File: config.mk
export PLATFORM = sky130hd
export DESIGN_NAME = kovacs_window_stats
export DESIGN_NICKNAME = d
export VERILOG_FILES = /design/src/rtl/kovacs_window_stats.sv
export SDC_FILE = /design/constraint.sdc
export NUM_CORES = 1
export LEC_CHECK = 0
export CAP_MARGIN = 15
export CORE_ASPECT_RATIO = 0.75
export CORE_MARGIN = 2
export CORE_UTILIZATION = 48
export CTS_CLUSTER_DIAMETER = 80
export DETAILED_ROUTE_END_ITERATION = 10
export PLACE_DENSITY_LB_ADDON = 0.25
export SYNTH_ARGS = -nofsm -noshare
export SYNTH_HDL_FRONTEND = slang
export SYNTH_SLANG_ARGS = --single-unit
File: constraint.sdc
create_clock -name clk_i -period 12.2 [get_ports clk_i]
set_clock_uncertainty 0.1 [all_clocks]
set_input_delay 1.22 -clock clk_i [delete_from_list [all_inputs] [get_ports clk_i]]
set_output_delay 1.22 -clock clk_i [all_outputs]
set_load 0.01 [all_outputs]
File: src/rtl/kovacs_window_stats.sv
// Per-window statistics (count, sum, sum of squares) over the gated Kovacs sample stream.
// Totals for each window of at least MIN_LEN samples are presented with a one-cycle valid strobe.
module kovacs_window_stats #(
    parameter int ACC_W   = 48,
    parameter int CNT_W   = 32,
    parameter int MIN_LEN = 4,
    parameter int IDX_W   = 16
) (
    input  logic             clk_i,
    input  logic             rstn_i,
    input  logic             enable_i,
    input  logic [13:0]      data_i,
    input  logic [13:0]      indicator_i,
    output logic [ACC_W-1:0] sum_o,
    output logic [ACC_W-1:0] sumsq_o,
    output logic [CNT_W-1:0] count_o,
    output logic [IDX_W-1:0] window_idx_o,
    output logic             valid_o,
    output logic             ovf_o
);
    localparam int SQ_W = ((ACC_W > 28) ? ACC_W : 28) + 1;

    typedef enum logic [1:0] {SYNC, WAIT, ACC, DUMP} state_t;
    state_t state_reg;

    logic [13:0]      data_q;
    logic [13:0]      indicator_q;
    logic             enable_q;
    logic             act_q;

    logic [ACC_W-1:0] sum_reg, sumsq_reg;
    logic [CNT_W-1:0] count_reg;
    logic             ovf_reg;

    logic             load;
    logic [ACC_W-1:0] sum_base, sumsq_base;
    logic [CNT_W-1:0] count_base;
    logic             ovf_base;
    logic signed [27:0] data_ext;
    logic [27:0]      square;
    logic [ACC_W:0]   sum_add;
    logic [SQ_W-1:0]  sumsq_add;
    logic             sum_ovf, sumsq_ovf;

    logic [ACC_W-1:0] sum_next, sumsq_next;
    logic [CNT_W-1:0] count_next;
    logic             ovf_next;

    assign act_q    = (indicator_q != '0);
    assign load     = (state_reg != ACC);
    assign data_ext = {{14{data_q[13]}}, data_q};
    assign square   = data_ext * data_ext;

    // A load (first sample of a window) accumulates onto zero instead of the running totals.
    always_comb begin
        sum_base   = load ? '0 : sum_reg;
        sumsq_base = load ? '0 : sumsq_reg;
        count_base = load ? '0 : count_reg;
        ovf_base   = load ? 1'b0 : ovf_reg;

        sum_add    = {sum_base[ACC_W-1], sum_base} + {{(ACC_W + 1 - 14){data_q[13]}}, data_q};
        sumsq_add  = SQ_W'(sumsq_base) + SQ_W'(square);
        sum_ovf    = sum_add[ACC_W] ^ sum_add[ACC_W-1];
        sumsq_ovf  = |sumsq_add[SQ_W-1:ACC_W];

        count_next = (count_base == '1) ? count_base : count_base + CNT_W'(1);

        if (ovf_base) begin
            // After overflow the totals freeze; only the sample count keeps running.
            sum_next   = sum_base;
            sumsq_next = sumsq_base;
            ovf_next   = 1'b1;
        end else begin
            if (sum_ovf)
                sum_next = sum_add[ACC_W] ? {1'b1, {(ACC_W-1){1'b0}}} : {1'b0, {(ACC_W-1){1'b1}}};
            else
                sum_next = sum_add[ACC_W-1:0];
            sumsq_next = sumsq_ovf ? '1 : sumsq_add[ACC_W-1:0];
            ovf_next   = sum_ovf | sumsq_ovf | (count_next == '1);
        end
    end

    always_ff @(posedge clk_i or negedge rstn_i) begin
        if (!rstn_i) begin
            data_q       <= '0;
            indicator_q  <= '0;
            enable_q     <= 1'b0;
            state_reg    <= SYNC;
            sum_reg      <= '0;
            sumsq_reg    <= '0;
            count_reg    <= '0;
            ovf_reg      <= 1'b0;
            sum_o        <= '0;
            sumsq_o      <= '0;
            count_o      <= '0;
            window_idx_o <= '0;
            valid_o      <= 1'b0;
            ovf_o        <= 1'b0;
        end else begin
            data_q      <= data_i;
            indicator_q <= indicator_i;
            enable_q    <= enable_i;
            valid_o     <= 1'b0;

            if (!enable_q) begin
                state_reg <= SYNC;
                sum_reg   <= '0;
                sumsq_reg <= '0;
                count_reg <= '0;
                ovf_reg   <= 1'b0;
            end else begin
                case (state_reg)
                    SYNC: begin
                        if (!act_q)
                            state_reg <= WAIT;
                    end
                    WAIT: begin
                        if (act_q) begin
                            state_reg <= ACC;
                            sum_reg   <= sum_next;
                            sumsq_reg <= sumsq_next;
                            count_reg <= count_next;
                            ovf_reg   <= ovf_next;
                        end
                    end
                    ACC: begin
                        if (act_q) begin
                            sum_reg   <= sum_next;
                            sumsq_reg <= sumsq_next;
                            count_reg <= count_next;
                            ovf_reg   <= ovf_next;
                        end else begin
                            state_reg <= DUMP;
                        end
                    end
                    DUMP: begin
                        if (count_reg >= CNT_W'(MIN_LEN)) begin
                            sum_o        <= sum_reg;
                            sumsq_o      <= sumsq_reg;
                            count_o      <= count_reg;
                            ovf_o        <= ovf_reg;
                            valid_o      <= 1'b1;
                            window_idx_o <= window_idx_o + IDX_W'(1);
                        end
                        // A window that restarts right away loads its first sample here.
                        if (act_q) begin
                            state_reg <= ACC;
                            sum_reg   <= sum_next;
                            sumsq_reg <= sumsq_next;
                            count_reg <= count_next;
                            ovf_reg   <= ovf_next;
                        end else begin
                            state_reg <= WAIT;
                            sum_reg   <= '0;
                            sumsq_reg <= '0;
                            count_reg <= '0;
                            ovf_reg   <= 1'b0;
                        end
                    end
                    default: state_reg <= SYNC;
                endcase
            end
        end
    end
endmodule

# Word-level counts from Yosys, hierarchy flattened
# Cells that the tools add are included.
classes:
  addsub: 4
  multipliers: 1
  n_lt_le_gt_ge: 1
  n_eq_ne: 11
  n_mux: 36
  n_bitwise: 3
  n_reduce_logical: 6
ops:
  columns: ["operator", "count"]
  rows:
  - ["48-bit two-way mux", 13]
  - ["48-bit case mux with 2 select lines", 2]
  - ["32-bit two-way mux", 5]
  - ["32-bit == test, second input constant", 2]
  - ["32-bit case mux with 2 select lines", 1]
  - ["48-bit by 14-bit adder with 49-bit output", 1]
  - ["48-bit by 28-bit adder with 49-bit output", 1]
  - ["32-bit by 1-bit adder with 32-bit output, second input constant", 1]
  - ["32-bit by 3-bit greater-or-equal comparator with 1-bit output, second input constant", 1]
  - ["14-bit by 14-bit multiplier with 28-bit output", 1]
  - ["16-bit by 1-bit adder with 16-bit output, second input constant", 1]
  - ["14-bit nonzero test", 1]
  - ["2-bit two-way mux", 5]
  - ["3-bit != test, second input constant", 3]
  - ["1-bit two-way mux", 8]
  - ["2-bit case mux with 4 select lines", 1]
  - ["3-bit by 2-bit != test with 1-bit output, second input constant", 2]
  - ["3-bit AND reduction", 2]
  - ["2-bit == test, second input constant", 2]
  - ["2-bit by 1-bit == test with 1-bit output, second input constant", 1]
  - ["2-bit logical NOT", 1]
  - ["2-bit != test, second input constant", 1]
  - ["1-bit OR", 2]
  - ["1-bit case mux with 2 select lines", 1]
  - ["other kinds (3)", 3]
totals:
  register_bits: 306
  output_inout_bits: 146
  word_cells: 76

# Depth between registers and ports, before layout
logic_depth:
  word_depth: 10
  depth_mapped: 37

# Least setup slack after synthesis
# Ideal clock, no wire load.
synth_timing:
  path_type: "register to register"
  from: "reg data_q[13]"
  to: "reg sumsq_reg[42]"
  setup_ns: 0.087
  t_arrival_ns: 8.776
  required_ns: 12.013
  slack_ns: 3.237
  path_stages_with_launch: 30
  cell_sequence: "dfrtp_1 clkbuf_1 clkbuf_1 nand2_1 fa_1 fa_1 inv_1 fa_1 fa_1 fa_1 inv_1 fa_1 inv_1 ha_1 and4_1 and3_1 a211oi_1 o21ai_0 a21o_1 a21oi_1 xnor2_1 ha_1 a21o_1 nor3_1 nor2_1 o41ai_1 nor3_1 nand4_1 or3_1 o211ai_1"
synth_via:
  elab_chain_len: 7
  word_cells_on_any_way: 8
  cone_classes: "1 x add/sub; 1 x mul; 6 x mux"
synth_rtl:
  columns: ["element", "line", "rtl"]
  rows:
  - ["from (decl)", "26", "logic [13:0] data_q;"]
  - ["from (signal assigned)", "100", "data_q <= data_i;"]
  - ["14-bit by 14-bit multiplier with 28-bit output *", "52", "assign square = data_ext * data_ext;"]
  - ["48-bit by 28-bit adder with 49-bit output *", "62", "sumsq_add = SQ_W'(sumsq_base) + SQ_W'(square);"]
  - ["48-bit two-way mux *", "78", "sumsq_next = sumsq_ovf ? '1 : sumsq_add[ACC_W-1:0];"]
  - ["48-bit two-way mux *", "68", "if (ovf_base) begin"]
  - ["48-bit two-way mux (on tied branches)", "146, 118, 127", null]
  - ["48-bit case mux with 2 select lines *", "112", "case (state_reg)"]
  - ["48-bit two-way mux *", "105", "if (!enable_q) begin"]
  - ["to (signal assigned)", "121", "sumsq_reg <= sumsq_next;"]
  - ["to (signal assigned)", "129", "sumsq_reg <= sumsq_next;"]
  - ["to (signal assigned)", "149", "sumsq_reg <= sumsq_next;"]
  - ["to (decl)", "31", "logic [ACC_W-1:0] sum_reg, sumsq_reg;"]
# Mark *: on every way between the ends. The rest lies on a longest branch, timed or not. The select of a mux whose other input is x is not followed.
# A chain may end at the register's enable or synchronous reset.

# Final worst setup path
layout_timing:
  from: "reg data_q[3]"
  to: "reg sumsq_reg[36]"
# The elaborated chain is that of the path after synthesis.

==> metrics <==
diodes inserted 0; Core ar. 50500 um^2; HP Class register to register; routed len/inst 18.1 um; pwr/cell area 258 nW/um^2; number of global-route vias before repair 20568; max_cap viols 0; Synth Warn # 0; Pwr Total 7260 uW; CP arrival 10.23 ns; first-pass GRT wire length 110000 um; most common library cells after synthesis nand2_1 (663), dfrtp_1 (306), inv_1 (286), fa_1 (175), o21ai_0 (175); post_cts resized 0; Switch Pwr 3470 uW; Rel. slew slack 27.8%; max-slew violations 0; Min Clock Period, post-route 9.88 ns; Final setup viols 0; combinational share of power 70.1%; clock latency on the worst-skew pair 0.55 ns; Leak 0.0141 uW; initial antenna violation count 0; internal power 3780 uW; placed cells 3624; final worst path period share 81.0%; register area share after synthesis 31.0%; final-stage net count 3359; #FFs+latches synth 306; share of layout cells above drive strength 1 3.57%; Layout area overhead 13.9%; global-route track usage on met1 39.5%; Crit Path Category register to register; DR vias 20594; top-count cell post-synth nand2_1; Clk pin slew, worst setup/hold paths 0.06 ns; largest net degree at the start of global routing 109; post-CTS setup buffer count 0; syn avg cell area 8.49 um^2; DP HPWL 49100 um; startpoint types register; post-synth top area cell dfrtp_1; Ports 177; post-route cell area 28100 um^2; Max Freq 0.101 GHz; clk root buf clkbuf_16; Overflow after GRT 0; antenna viol nets, final 0; Synth Flop Type dfrtp_1; post-layout util 55.7%; maximum vdd drop 0.000353 V; Die H 200 um; Net Count, Synth 3262; row cnt 71; Post-DP Area 26900 um^2; 1st-pass router iterations 5; status finished, final reports clean; TritonCTS Buffers 35; Top Usage Layer GRT met1; Post-synth EDFFs 0; Crit path required time 12.55 ns; Cell variety after synth 88; Syn Inst Count 2907; Die ar. 53300 um^2; Seq pwr share 14.3%; hold_buf cts 0; Synth async-reset ratio 100%; Clock Sinks 306; die width 266 um; largest cells by area after synthesis dfrtp_1 (31%), fa_1 (14%), nand2_1 (10%); switch share 47.8%; RSZ-0062 raised after global routing false; CTS H-Tree Depth 2; Crit. End Element register; CTS max path bufs 3; final cell count without fillers 3685; crit-path max FO 31; # fillers 4568; Tot GR Track Use 25.4%; Slew @ Worst Pin 1.08 ns; Final Hold Fails 0; Port-buffer cells 176; Mapped Area 24700 um^2; Synth top area share 31.0%; TritonCTS clock tree done; First DRT Iteration DRCs 1876; clock share of power 15.6%; M3 GR Usage 3.68%; final setup TNS 0 ns; global placer's final weighted congestion 0.955; GR Util met2 37.4%; DRC violations left 0; via/cell ratio 5.59; drt total wl 66600 um; initial core utilization 48.9%
routing by layer:
layer / wire length (um) / vias up
li1: - / 9784
met1: 32100 / 10029
met4: 1270 / 0
met3: 5020 / 88
met2: 28200 / 693
met5: 0 / -
critical path: stages, from the launching register on:
cell and delay (ns):
dfrtp_1 0.75, and2_1 0.27, inv_1 0.07, fa_1 0.53, fa_1 0.85, inv_1 0.23
fa_1 0.61, fa_1 0.45, fa_1 0.54, inv_1 0.05, fa_1 0.50, inv_1 0.05
ha_1 0.33, and4_1 0.20, and3_1 0.18, a211oi_1 0.61, o21ai_0 0.26, a21o_1 0.22
a21oi_1 0.17, xnor2_1 0.12, ha_1 0.36, nand2_1 0.11, o31ai_1 0.54, and3_1 0.97
and2_0 0.42, a21oi_1 0.08, o21ai_0 0.21
cell families after synthesis:
group	after synthesis	share of synthesized area, %
AOI/OAI and AO/OA	549	14.1
xor gates and xnor gates	130	4.61
other	2	0.0304
DFF	306	31.0
and+or+nand+nor	1170	21.5
adders and majority gates	324	21.7
muxes	8	0.411
buffers and inverters	418	6.55
worst paths after layout:
| kind | startpoint | to | slack (ns) | depth (start not counted) |
|---|---|---|---|---|
| worst max register to register | data_q[3] | sumsq_reg[36] | 2.32 | 26 |
| worst min register to register | count_o[19] | count_o[19] | 0.37 | 2 |
| max in group asynchronous | rstn_i | data_q[13] | 8.95 | 3 |
| worst min-delay path | count_o[19] | count_o[19] | 0.37 | 2 |
| worst max-delay path | data_q[3] | sumsq_reg[36] | 2.32 | 26 |
| min in group asynchronous | rstn_i | count_o[21] | 0.63 | 1 |
power by group through the flow:
stage	logic [uW]	clock network (uW)	registers, uW
6_report	5080	1130	1040
3_3_place_gp	4890	0	1050
2_1_floorplan	4010	0	1050
5_1_grt	5750	1200	1040
3_5_place_dp	4980	0	1060
4_1_cts	5050	1160	1040
final cells by class:
cell class | instances | area (um^2) | share of cell area (%)
Clock inverter | 13 | 198 | 0.703
Sequential cell | 306 | 7660 | 27.2
Inverter | 287 | 1080 | 3.84
Multi-Input combinational cell | 2183 | 15500 | 54.9
Tap cell | 657 | 822 | 2.92
Clock buffer | 48 | 1040 | 3.69
Timing Repair Buffer | 191 | 1880 | 6.68
per-stage QoR:
step / hold slack (ns) / setup slack, ns
2_1_floorplan: 0.346 / 3.24
3_3_place_gp: 0.357 / 2.75
6_report: 0.371 / 2.32
3_5_place_dp: 0.362 / 2.45
5_1_grt: 0.399 / 1.67
4_1_cts: 0.377 / 2.41
cell usage in the layout (no fill, tap or decap), types with 15 or more instances in the layout:
cell	Yosys	layout
a211oi_1	20	20
a21o_1	44	44
a21oi_1	137	137
a31oi_1	18	18
and2_1	130	130
and3_1	32	32
buf_4	4	15
clkbuf_16	0	37
clkdlybuf4s50_1	0	175
dfrtp_1	306	305
fa_1	175	175
ha_1	149	148
inv_1	286	286
nand2_1	663	663
nand3_1	43	43
nand4_1	34	34
nor2_1	130	130
nor2b_1	26	26
nor3_1	35	35
nor4_1	20	20
o211ai_1	18	18
o21ai_0	175	175
o21bai_1	23	23
xnor2_1	87	87
xor2_1	43	43
No activity file was read; power rests on OpenSTA's default activity.
